===== src/rtl/seg7_pkg.sv =====
// Shared definitions for the seven-segment display path: the all-off segment
// pattern, the scan FSM state type and the hex-to-segment table.
package seg7_pkg;

  // Active-low {dp,g,f,e,d,c,b,a}: every segment dark.
  localparam logic [7:0] SEG_OFF = 8'hFF;

  typedef enum logic {
    DEAD  = 1'b0,
    DRIVE = 1'b1
  } scan_state_t;

  // 7-bit active-low {g,f,e,d,c,b,a} glyph for a hex nibble, dp excluded.
  function automatic logic [6:0] hex_to_seg(input logic [3:0] nib);
    logic [6:0] s;
    s = 7'h7F;
    case (nib)
      4'h0: s = 7'h40;
      4'h1: s = 7'h79;
      4'h2: s = 7'h24;
      4'h3: s = 7'h30;
      4'h4: s = 7'h19;
      4'h5: s = 7'h12;
      4'h6: s = 7'h02;
      4'h7: s = 7'h78;
      4'h8: s = 7'h00;
      4'h9: s = 7'h10;
      4'hA: s = 7'h08;
      4'hB: s = 7'h03;
      4'hC: s = 7'h46;
      4'hD: s = 7'h21;
      4'hE: s = 7'h06;
      4'hF: s = 7'h0E;
      default: s = 7'h7F;
    endcase
    return s;
  endfunction

endpackage


===== src/rtl/seg7_decode.sv =====
// Combinational digit decoder: nibble + decimal point -> active-low segments.
// blank_digit_i darkens the whole digit (used for leading-zero suppression).
module seg7_decode
  import seg7_pkg::*;
(
  input  logic [3:0] nibble_i,
  input  logic       dp_i,
  input  logic       blank_digit_i,
  output logic [7:0] seg_o
);

  // dp enable is active-high on the input, segment lines are active-low.
  assign seg_o = blank_digit_i ? SEG_OFF : {~dp_i, hex_to_seg(nibble_i)};

endmodule


===== src/rtl/seg7_scan_driver.sv =====
// Multiplexed common-anode seven-segment driver. Each digit slot lasts
// SCAN_DIV clocks; the first DEAD_CYCLES of a slot keep all anodes off to
// suppress ghosting. New data is double-buffered and only swapped into the
// active buffer on frame_done, so a frame never mixes old and new digits.
//
// Optional build macro LEADING_ZERO_BLANK_EN: darkens leading zero digits
// (never digit 0, never a digit with its decimal point lit).
//
// Outputs are registered from next-state values so that anodes/segments in
// any cycle correspond to the prescaler/index/state held in that same cycle.
// DEAD_CYCLES is assumed to be at least 1 and SCAN_DIV > DEAD_CYCLES + 1.
module seg7_scan_driver
  import seg7_pkg::*;
#(
  parameter int NUM_DIGITS  = 4,
  parameter int SCAN_DIV    = 50000,
  parameter int DEAD_CYCLES = 500
) (
  input  logic                    clk,
  input  logic                    rst_n,
  input  logic [4*NUM_DIGITS-1:0] data,
  input  logic                    data_load,
  input  logic [NUM_DIGITS-1:0]   dp_in,
  input  logic                    blank,
  output logic [NUM_DIGITS-1:0]   anodes,
  output logic [7:0]              segments,
  output logic                    frame_done,
  output logic                    pending
);

  localparam int DW    = 4 * NUM_DIGITS;
  localparam int PSC_W = (SCAN_DIV > 1) ? $clog2(SCAN_DIV) : 1;
  localparam int IDX_W = (NUM_DIGITS > 1) ? $clog2(NUM_DIGITS) : 1;

  localparam logic [PSC_W-1:0] PSC_LAST  = PSC_W'(SCAN_DIV - 1);
  localparam logic [PSC_W-1:0] DEAD_LAST = PSC_W'(DEAD_CYCLES - 1);
  localparam logic [IDX_W-1:0] IDX_LAST  = IDX_W'(NUM_DIGITS - 1);

  // Scan timing state
  logic [PSC_W-1:0] psc_q, psc_d;
  logic [IDX_W-1:0] idx_q, idx_d;
  scan_state_t      state_q, state_d;
  logic             wrap;

  // Double buffer
  logic [DW-1:0]         act_data_q, act_data_d;
  logic [NUM_DIGITS-1:0] act_dp_q, act_dp_d;
  logic [DW-1:0]         pend_data_q, pend_data_d;
  logic [NUM_DIGITS-1:0] pend_dp_q, pend_dp_d;
  logic                  pending_q, pending_d;
  logic                  swap;

  // Registered outputs
  logic [NUM_DIGITS-1:0] anodes_q, anodes_d;
  logic [7:0]            segs_q, segs_d;
  logic                  frame_done_q, frame_done_d;

  // Selected digit feeding the decoder
  logic [3:0]            nib_sel;
  logic                  dp_sel;
  logic                  lzb_sel;
  logic [NUM_DIGITS-1:0] lzb;
  logic [7:0]            dec_seg;

  // Prescaler, digit index and DEAD/DRIVE sequencing
  always_comb begin
    wrap    = (psc_q == PSC_LAST);
    psc_d   = wrap ? '0 : psc_q + 1'b1;
    idx_d   = idx_q;
    if (wrap) idx_d = (idx_q == IDX_LAST) ? '0 : idx_q + 1'b1;
    state_d = state_q;
    case (state_q)
      DEAD:    if (psc_q == DEAD_LAST) state_d = DRIVE;
      DRIVE:   if (wrap)               state_d = DEAD;
      default: state_d = DEAD;
    endcase
    // High during the last cycle of the last slot, i.e. the wrap out of it.
    frame_done_d = (psc_d == PSC_LAST) && (idx_d == IDX_LAST);
  end

  // Buffer swap on frame_done; a load in the same cycle lands in pending only
  always_comb begin
    swap        = frame_done_q & pending_q;
    act_data_d  = swap ? pend_data_q : act_data_q;
    act_dp_d    = swap ? pend_dp_q   : act_dp_q;
    pend_data_d = data_load ? data  : pend_data_q;
    pend_dp_d   = data_load ? dp_in : pend_dp_q;
    pending_d   = data_load | (pending_q & ~swap);
  end

`ifdef LEADING_ZERO_BLANK_EN
  // A digit is dark when it and everything to its left is zero, its dp is
  // off, and it is not the rightmost digit (so "0" still shows as 0).
  always_comb begin
    logic zero_above;
    zero_above = 1'b1;
    lzb        = '0;
    for (int i = NUM_DIGITS - 1; i >= 0; i--) begin
      zero_above = zero_above & (act_data_d[4*i +: 4] == 4'h0);
      lzb[i]     = zero_above & ~act_dp_d[i] & (i != 0);
    end
  end
`else
  assign lzb = '0;
`endif

  // Pick the digit that will be on screen next cycle
  always_comb begin
    nib_sel = '0;
    dp_sel  = 1'b0;
    lzb_sel = 1'b0;
    for (int i = 0; i < NUM_DIGITS; i++) begin
      if (idx_d == IDX_W'(i)) begin
        nib_sel = act_data_d[4*i +: 4];
        dp_sel  = act_dp_d[i];
        lzb_sel = lzb[i];
      end
    end
  end

  seg7_decode u_decode (
    .nibble_i      (nib_sel),
    .dp_i          (dp_sel),
    .blank_digit_i (lzb_sel),
    .seg_o         (dec_seg)
  );

  // Next anode/segment pattern: one low anode only while driving
  always_comb begin
    for (int i = 0; i < NUM_DIGITS; i++) begin
      anodes_d[i] = !((state_d == DRIVE) && (idx_d == IDX_W'(i)));
    end
    segs_d = (state_d == DRIVE) ? dec_seg : SEG_OFF;
  end

  // Scan counters and FSM state
  always_ff @(posedge clk or negedge rst_n) begin
    if (!rst_n) begin
      psc_q   <= '0;
      idx_q   <= '0;
      state_q <= DEAD;
    end else begin
      psc_q   <= psc_d;
      idx_q   <= idx_d;
      state_q <= state_d;
    end
  end

  // Active and pending display buffers
  always_ff @(posedge clk or negedge rst_n) begin
    if (!rst_n) begin
      act_data_q  <= '0;
      act_dp_q    <= '0;
      pend_data_q <= '0;
      pend_dp_q   <= '0;
      pending_q   <= 1'b0;
    end else begin
      act_data_q  <= act_data_d;
      act_dp_q    <= act_dp_d;
      pend_data_q <= pend_data_d;
      pend_dp_q   <= pend_dp_d;
      pending_q   <= pending_d;
    end
  end

  // Output registers
  always_ff @(posedge clk or negedge rst_n) begin
    if (!rst_n) begin
      anodes_q     <= '1;
      segs_q       <= SEG_OFF;
      frame_done_q <= 1'b0;
    end else begin
      anodes_q     <= anodes_d;
      segs_q       <= segs_d;
      frame_done_q <= frame_done_d;
    end
  end

  // blank is the only unregistered path: it must darken the panel at once.
  assign anodes     = anodes_q | {NUM_DIGITS{blank}};
  assign segments   = segs_q;
  assign frame_done = frame_done_q;
  assign pending    = pending_q;

endmodule

===== config.mk =====
export PLATFORM = sky130hd
export DESIGN_NAME = seg7_scan_driver
export DESIGN_NICKNAME = d
export VERILOG_FILES = /design/src/rtl/seg7_pkg.sv /design/src/rtl/seg7_decode.sv /design/src/rtl/seg7_scan_driver.sv
export SDC_FILE = /design/constraint.sdc
export NUM_CORES = 1
export LEC_CHECK = 0
export ABC_AREA = 1
export CELL_PAD_IN_SITES_DETAIL_PLACEMENT = 0
export CELL_PAD_IN_SITES_GLOBAL_PLACEMENT = 2
export CORE_MARGIN = 5
export CORE_UTILIZATION = 30
export CTS_CLUSTER_DIAMETER = 60
export CTS_CLUSTER_SIZE = 8
export DETAILED_ROUTE_END_ITERATION = 10
export PLACE_DENSITY = 0.78
export RECOVER_POWER = 50
export SETUP_SLACK_MARGIN = 0.2
export SYNTH_ARGS = -nofsm -noshare
export SYNTH_HDL_FRONTEND = slang
export SYNTH_SLANG_ARGS = --single-unit
export TNS_END_PERCENT = 5

===== constraint.sdc =====
create_clock -name clk -period 3.05 [get_ports clk]
set_input_delay 0.305 -clock clk [delete_from_list [all_inputs] [get_ports clk]]
set_output_delay 0.305 -clock clk [all_outputs]
set_load 0.01 [all_outputs]

After elaboration in Yosys (flattened, before gate mapping)
Memories as Yosys holds them, arrays and structs flattened.
Cells that the tools add are included.
{"block": "classes", "shifts": 0, "n_mul": 0, "order_cmp": 0, "n_mux": 17, "addsub": 2, "reduce_logical": 10, "n_eq_ne": 7, "div": 0, "bitwise_logic": 7}
{"operator": "$eq 16x16->1 const B", "n": 2}
{"operator": "$mux 16", "n": 2}
{"operator": "$mux 4", "n": 5}
{"operator": "$add 16x1->16 const B", "n": 1}
{"operator": "$eq 16x9->1 const B", "n": 1}
{"operator": "$mux 8", "n": 1}
{"operator": "$eq 2x2->1 const B", "n": 3}
{"operator": "$mux 1", "n": 6}
{"operator": "$logic_and 1x1->1", "n": 5}
{"operator": "$logic_not 1->1", "n": 4}
{"operator": "$mux 2", "n": 2}
{"operator": "$or 4x4->4", "n": 1}
{"operator": "$not 1->1", "n": 3}
{"operator": "$add 2x1->2 const B", "n": 1}
{"operator": "$and 1x1->1", "n": 2}
{"operator": "$eq 2x1->1 const B", "n": 1}
{"operator": "$logic_not 2->1", "n": 1}
{"operator": "$pmux 1 s2", "n": 1}
{"operator": "$or 1x1->1", "n": 1}
{"block": "word_totals", "elab_cells": 55, "mem_count": 1, "mem_bits_rw": 0, "out_inout_bits": 14, "latch_bits": 0, "register_bits": 73, "romBits": 112}
{"name": "(no name shown)", "depth": 16, "word_bits": 7, "read_ports": 1, "rd_ports_with_merged_regs": 0, "write_ports": 0, "line": "seg7_pkg.sv:17", "source": "case (nib)"}

Depth between registers and ports, before layout
Gate-level depths: netlist of run 1.
{"block": "depth", "word_depth": 10, "depth_mapped": 18, "depth_no_buf": 17}

Modules after synthesis
A second synthesis of run 1 with hierarchy kept.
{"block": "hier_totals", "hier_cells": 449, "area_unflattened_um2": 3719.8}
{"module": "seg7_scan_driver", "instances": 1, "area_each_um2": 3419.5, "cells_each": 395}
{"module": "seg7_decode", "instances": 1, "area_each_um2": 300.3, "cells_each": 54}

Least setup slack after synthesis of run 1
OpenSTA, ideal clock, no wires.
{"block": "synth_timing", "path_type": "reg-to-reg", "from": "reg psc_q[0]", "to": "reg segs_q[3] (netlist: segments[3])", "slack_ps": 796, "n_path_buf": 1, "stages_incl_launch_ff": 18, "arrival_ps": 2190, "setup_time_ps": 64, "cell_sequence": "dfrtp_1 ha_1 nand3_2 nor2_4 nand2_4 buf_6 nand2_4 nand2_4 nor2_4 nand2_1 nand4_2 inv_1 ha_1 inv_1 nand3_1 nand2_1 nand2_1 nand3_1"}
{"block": "synth_between", "elab_chain_cells": 9}
{"item": "start, declared", "line": "seg7_scan_driver.sv:40", "source": "logic [PSC_W-1:0] psc_q, psc_d;"}
{"item": "start signal, assigned", "line": "seg7_scan_driver.sv:143", "source": "psc_q <= psc_d;"}
{"item": "$eq 16x16->1", "line": "seg7_scan_driver.sv:67", "source": "wrap = (psc_q == PSC_LAST);"}
{"item": "$mux 2", "line": "seg7_scan_driver.sv:70", "source": "if (wrap) idx_d = (idx_q == IDX_LAST) ? '0 : idx_q + 1'b1;"}
{"item": "$logic_not 2->1", "line": "seg7_scan_driver.sv:113", "source": "if (idx_d == IDX_W'(i)) begin"}
{"item": "$mux 4 (4 in series)", "line": "seg7_scan_driver.sv:113"}
{"item": "$mem_v2 16x7"}
{"item": "$mux 8 (*)", "line": "seg7_scan_driver.sv:133", "source": "segs_d = (state_d == DRIVE) ? dec_seg : SEG_OFF;"}
{"item": "via segs_d[3]", "line": "seg7_scan_driver.sv:55", "source": "logic [7:0] segs_q, segs_d;"}
{"item": "end signal, assigned", "line": "seg7_scan_driver.sv:174", "source": "segs_q <= segs_d;"}
{"item": "end, declared", "line": "seg7_scan_driver.sv:55"}
The timed path passes the listed nets; every way through them passes the cells marked *.
A chain may end at the register's enable or synchronous reset.

Final worst setup path of run 1
Ends and elaborated chain as after synthesis.

==> results of run 1 <==
-- flip-flops by register name, indices dropped and copies added (netlist names), 2 cells and up --
signal       cells
act_data_q      16
pend_data_q     16
psc_q           16
segments         8
act_dp_q         4
anodes_q         4
pend_dp_q        4
idx_q            2
-- cell families (layout without fill, tap and decap cells) --
family | after synthesis | in the layout | synth area share, %
and+or+nand+nor | 202 | 202 | 27.55
DFF | 73 | 73 | 51.59
buffers and inverters | 71 | 118 | 7.852
AOI/OAI and AO/OA | 50 | 50 | 7.431
adders and majority gates | 8 | 8 | 2.804
muxes | 8 | 8 | 2.524
xor gates and xnor gates | 1 | 1 | 0.2454
-- worst register-to-register path: cells and delay by family (launching register included) --
kind / cells / cell delay, ns
simple gates: 12 / 1.42
flops: 1 / 0.38
fa+ha+maj: 2 / 0.53
buf+inv: 2 / 0.20
-- where the power goes --
group / switching (mW) / internal, mW
logic: 0.0425 / 0.0416
registers: 0.00853 / 0.994
clock network: 0.408 / 0.558
total: 0.459 / 1.59
-- timing repair --
action,4_1_cts,5_1_grt
setup endpoints to repair,0,3
hold buffers,0,0
gates resized for setup,0,4
-- area by class of cell --
type,count,share of cell area [%]
tap,143,4.094
timing repair buffer,39,8.703
multi-input combinational,269,33.35
sequential,73,42.14
clock buffer,11,5.325
inverter,63,5.468
clock inverter,5,0.9161
-- stage by stage --
| step | util (%) | instances | instance area, um2 |
|---|---|---|---|
| final | 37.79 | 603 | 4370 |
| after global routing | 37.79 | 603 | 4370 |
| after CTS | 37.73 | 603 | 4363 |
| after detailed placement | 35.37 | 587 | 4090 |
| after global placement | 35.37 | 587 | 4090 |
| after floorplan | - | 413 | 3570 |
-- per-layer routing --
layer  wire length [um]  share of wire [%]  up-vias  global-route usage [%]
met3                195                2.6       11                   2.370
met5                  0                  0        -                       0
met2               3659                 48       35                   18.97
li1                   -                  -     1387                       -
met1               3658                 48     1268                   14.84
met4                131                1.7        0                   4.562
-- Yosys cell counts --
master	number	area, um2
inv_2	2	7.510
o21ai_1	1	5.000
nor4_1	2	12.51
dfrtp_1	61	1526
o21bai_1	1	7.510
nand3_1	28	140.1
o211ai_1	1	7.510
nand2_2	9	56.30
mux2_2	8	90.09
o21ai_0	40	200.2
nor2_2	3	18.77
nand4_1	1	6.260
nand4_2	2	25.02
o311ai_0	1	8.760
nor2_1	30	112.6
inv_4	1	6.260
xor2_1	1	8.760
nor2_4	4	45.04
nand3_2	3	30.03
nand2_4	5	56.30
nor3_2	1	10.01
dfstp_2	12	315.3
ha_1	8	100.1
a31oi_1	1	6.260
nand2_1	96	360.4
clkbuf_1	6	22.52
o21a_1	2	15.01
nand3b_1	2	15.01
buf_4	1	7.510
buf_6	1	11.26
a21oi_1	3	15.01
nor3_1	4	20.02
inv_1	60	225.2
or2_2	12	75.07
-- worst paths after layout --
check                         start              to  slack, ns  cells after the start
max                        psc_q[0]     segments[3]       0.47                     16
min                           rst_n       psc_q[10]       0.45                      1
max reg2reg                psc_q[0]     segments[3]       0.47                     16
min reg2reg                psc_q[0]        psc_q[0]       0.48                      1
max in group asynchronous     rst_n  pend_data_q[3]       1.54                      1
min in group clk           psc_q[0]        psc_q[0]       0.48                      1
==> results_dict.tcl, run 1 <==
set metrics [dict create \
    ys_types 34 \
    ys_seq_elements 73 \
    drive_gt1_share_pct 17.61 \
    rsz0062_at_grt "true" \
    slew_headroom_pct -18.65 \
    syn-num-nets 445 \
    cts_setup_buffers 0 \
    seq_area_frac_synth_pct 51.59 \
    regArea_um2 1842 \
    cts_buffers 9 \
    drt_first_pass_iters 5 \
    nets 487 \
    cts_root_buf "clkbuf_16" \
    cts.clk_slew.worst_paths_ns 0.06 \
    period_share_pct 84.48 \
    clk_latency_ns 0.33 \
    antenna_cells 0 \
    leakage_nw 2.166 \
    grt_pass1_vias 2756 \
    drc_errors 0 \
    yosysWarnings 0 \
    critPathMaxFanout 13 \
    status "finished with violations" \
    hold_slack_ns 0.4524 \
    netlist_instances 413 \
    total_power_mw 2.052 \
    hold_path_class "input port to async pin" \
    worstSetupPathType "flip-flop to flip-flop" \
    die_w_um 119.1 \
    io_pins 38 \
    max_freq_mhz 388.1 \
    die_h_um 119.1 \
    totalWireLength_um 7645 \
    gr-total-overflow 0 \
    cpMostUsedCell "nand2_1" \
    layout_common_cells "96 x nand2_1, 61 x dfrtp_1, 60 x inv_1" \
    grtUsageTotal_pct 11.51 \
    place_hpwl_um 5726 \
    row_count 39 \
    critPathTopFamily "simple AND/OR/NAND/NOR gates" \
    setup_ws_ns 0.4733 \
    die_area_um2 14180 \
    via_per_inst 4.479 \
    pre_cts_slack_ns 0.4382 \
    cp_num_buf_inv 2 \
    vias 2701 \
    tightest_slew_ns 1.780 \
    start_util_pct 30.87 \
    setup_tns_ns 0 \
    antenna_found_initial 0 \
    crit_slowest_cell "dfrtp_1" \
    fillCellCount 1171 \
    syn_avg_cell_area_um2 8.643 \
    start_kind "flip-flop" \
    grt_start_max_net_pins 74 \
    cpPeakStageDelay_ns 0.38 \
    final-setup-viol-count 0 \
    clockBufferDepth 2 \
    violations "capacitance limit, slew limit" \
    skew_ns 0.009004 \
    max-cap-violations 1 \
    multi_input_area_um2 1458 \
    p_per_area_nw_per_um2 469.6 \
    post-route-min-period_ns 2.577 \
    gp_congestion 0.8249 \
    hold_viol 0 \
    coreArea_um2 11560 \
    syn_area_um2 3570 \
    irDropWorstVdd_uv 239.6 \
    wl_per_cell_um 12.68 \
    final_max_slew_viol_count 74 \
    ant_nets 0 \
    cts_tree "done" \
    grt_pass1_wl_um 13300 \
    endpoint_kind "flip-flop" \
    numClockSinks 73 \
    critPathRequiredTime_ns 3.31 \
    drtIter0Drc 101 \
    io_buffers 37 \
    final_common_cell "nand2_1" \
    worst_ep_arrival_time_ns 2.84 \
    crit_chain "ha_1, nand3_2, nor2_4, nand2_4, nand2_1, nand2_2, nor2_4, nand2_1, nand4_2, inv_1, ha_1, inv_1, nand3_1, nand2_1, nand2_1, nand3_1" \
    htreeDepth 3 \
    area_growth_pct 22.43 \
]
Note: power is estimated with default switching activity, not from simulation.
==> run 2, diff against run 1 <==
==> constraint.sdc (replaced) <==
create_clock -name clk -period 2.6 [get_ports clk]
set_input_delay 0.26 -clock clk [delete_from_list [all_inputs] [get_ports clk]]
set_output_delay 0.26 -clock clk [all_outputs]
set_load 0.01 [all_outputs]
==> run 2 against run 1 <==
Net effect:
- the run still ends with capacitance limit, slew limit left
- first-iteration DRC count shrank 9.9%
- highest routed layer unchanged
- final cell count grew 3.5%
- sequential power grew 18%
- global-route usage grew 0.16 points
- critical path type unchanged
- critical path depth is the same
- worst setup slack lost 0.14 ns
- worst hold slack lost 0.048 ns
- flip-flop and latch count is the same
- maximum frequency grew 14%
- via count grew 2.0%
- critical endpoint unchanged
==> results_dict.tcl, run 2 (synthesis results as in run 1) <==
set metrics [dict create \
    status "finished with violations" \
    violations "capacitance limit, slew limit" \
    via_per_inst 4.417 \
    io_pins 38 \
    io_buffers 37 \
    cts_root_buf "clkbuf_16" \
    drtIter0Drc 91 \
    drc_errors 0 \
    grtUsageTotal_pct 11.68 \
    antenna_cells 0 \
    p_per_area_nw_per_um2 558.2 \
    coreArea_um2 11560 \
    max_freq_mhz 440.9 \
    area_growth_pct 32.81 \
    p_comb_share_pct 3.7 \
    nets 508 \
    total_power_mw 2.646 \
    power_frac_clock_pct 51.8 \
    crit_slowest_cell "dfrtp_1" \
    gp_congestion 0.8276 \
    setup_tns_ns 0 \
    gr-total-overflow 0 \
    antenna_found_initial 0 \
    swShare_pct 19.34 \
    tightest_slew_ns 1.814 \
    cp_num_buf_inv 2 \
    row_count 39 \
    cts_buffers 9 \
    wl_per_cell_um 12.73 \
    max-cap-violations 1 \
    die_area_um2 14180 \
    vias 2756 \
    numClockSinks 73 \
    rsz0062_at_grt "true" \
    period_share_pct 87.24 \
    holdBufCountCts 0 \
    post-route-min-period_ns 2.268 \
    critPathMaxFanout 7 \
    leakage_nw 2.329 \
    die_h_um 119.1 \
    drive_gt1_share_pct 25.99 \
    drt_first_pass_iters 4 \
    die_w_um 119.1 \
    worst_ep_arrival_time_ns 2.51 \
    worstSetupPathType "flip-flop to flip-flop" \
    htreeDepth 3 \
    slew_headroom_pct -20.90 \
    grt_pass1_wl_um 13300 \
    p_int_mw 2.134 \
    final_common_cell "nand2_1" \
    ant_nets 0 \
    hold_viol 0 \
    crit_chain "ha_4, nand3_4, nor2_4, nand2_4, nand2_4, nand2_8, nor2_4, nand2_2, nand4_4, inv_4, ha_4, inv_2, nand3_2, nand2_1, nand2_1, nand3_1" \
    hold_path_class "input port to async pin" \
    totalWireLength_um 7942 \
    clk_latency_ns 0.33 \
    skew_ns 0.009445 \
    clockBufferDepth 2 \
    seq_power_share_pct 44.5 \
    final-setup-viol-count 0 \
    grt_start_max_net_pins 74 \
    start_kind "flip-flop" \
    critPathTopFamily "simple AND/OR/NAND/NOR gates" \
    cts_tree "done" \
    reg_top3 "act_data_q x16, pend_data_q x16, psc_q x16" \
    endpoint_kind "flip-flop" \
    cpPeakStageDelay_ns 0.40 \
    switchingPower_mw 0.5118 \
    start_util_pct 30.87 \
    cts.clk_slew.worst_paths_ns 0.06 \
    grt_pass1_vias 2749 \
    final_max_slew_viol_count 74 \
    layout_common_cells "89 x nand2_1, 61 x dfrtp_1, 57 x inv_1" \
    place_hpwl_um 5704 \
    irDropWorstVdd_uv 430.5 \
    critPathRequiredTime_ns 2.84 \
]
run 2: cell type report:
type | instances | area [um2]
tap | 143 | 178.9
sequential | 73 | 1842
inverter | 63 | 241.5
multi-input combinational | 269 | 1600
clock buffer | 12 | 266.5
timing repair buffer | 60 | 538.0
clock inverter | 4 | 73.82
fill | 1137 | 6824
run 2: per-stage QoR:
stage / std cells / setup slack, ns / area (um2) / util [%] / hold slack, ns
detailed placement: 593 / 0.06923 / 4135 / 35.76 / 0.4648
global placement: 593 / 0.1518 / 4135 / 35.76 / 0.4614
global route: 624 / 0.1386 / 4741 / 40.99 / 0.4911
CTS: 612 / 0.2128 / 4524 / 39.12 / 0.1067
floorplan: 413 / 0.3458 / 3570 / - / -0.03559
finish: 624 / 0.3317 / 4741 / 40.99 / 0.4042
run 2: per-layer routing:
| layer | vias to the layer above | track usage [%] | part of all wire, % |
|---|---|---|---|
| met5 | - | 0 | 0 |
| met4 | 0 | 4.779 | 2.2 |
| met3 | 14 | 3.318 | 3.1 |
| met2 | 40 | 19.11 | 49 |
| met1 | 1273 | 14.51 | 45 |
| li1 | 1429 | - | - |
run 2: power groups by stage:
| stage | registers, mW | clock network, mW | logic [mW] |
|---|---|---|---|
| 6_report | 1.18 | 1.37 | 0.0992 |
| 4_1_cts | 1.18 | 1.41 | 0.104 |
| 2_1_floorplan | 1.19 | 0 | 0.0359 |
| 3_3_place_gp | 1.20 | 0 | 0.102 |
| 5_1_grt | 1.18 | 1.47 | 0.115 |
| 3_5_place_dp | 1.20 | 0 | 0.104 |
run 2: final timing paths:
kind | start | cells past startpoint | slack, ns | end
hold reg to reg | frame_done | 1 | 0.48 | pending
setup / recovery | psc_q[1] | 16 | 0.33 | segments[3]
setup reg to reg | psc_q[1] | 16 | 0.33 | segments[3]
min in group clk | frame_done | 1 | 0.48 | pending
max in group asynchronous | rst_n | 1 | 1.09 | act_data_q[7]
hold / removal | rst_n | 1 | 0.40 | psc_q[10]
run 2: what timing repair did:
item,4_1_cts,5_1_grt
endpoints found under the setup margin,7,7
buffers inserted,3,12
pin swaps,2,13
resized for setup,7,31
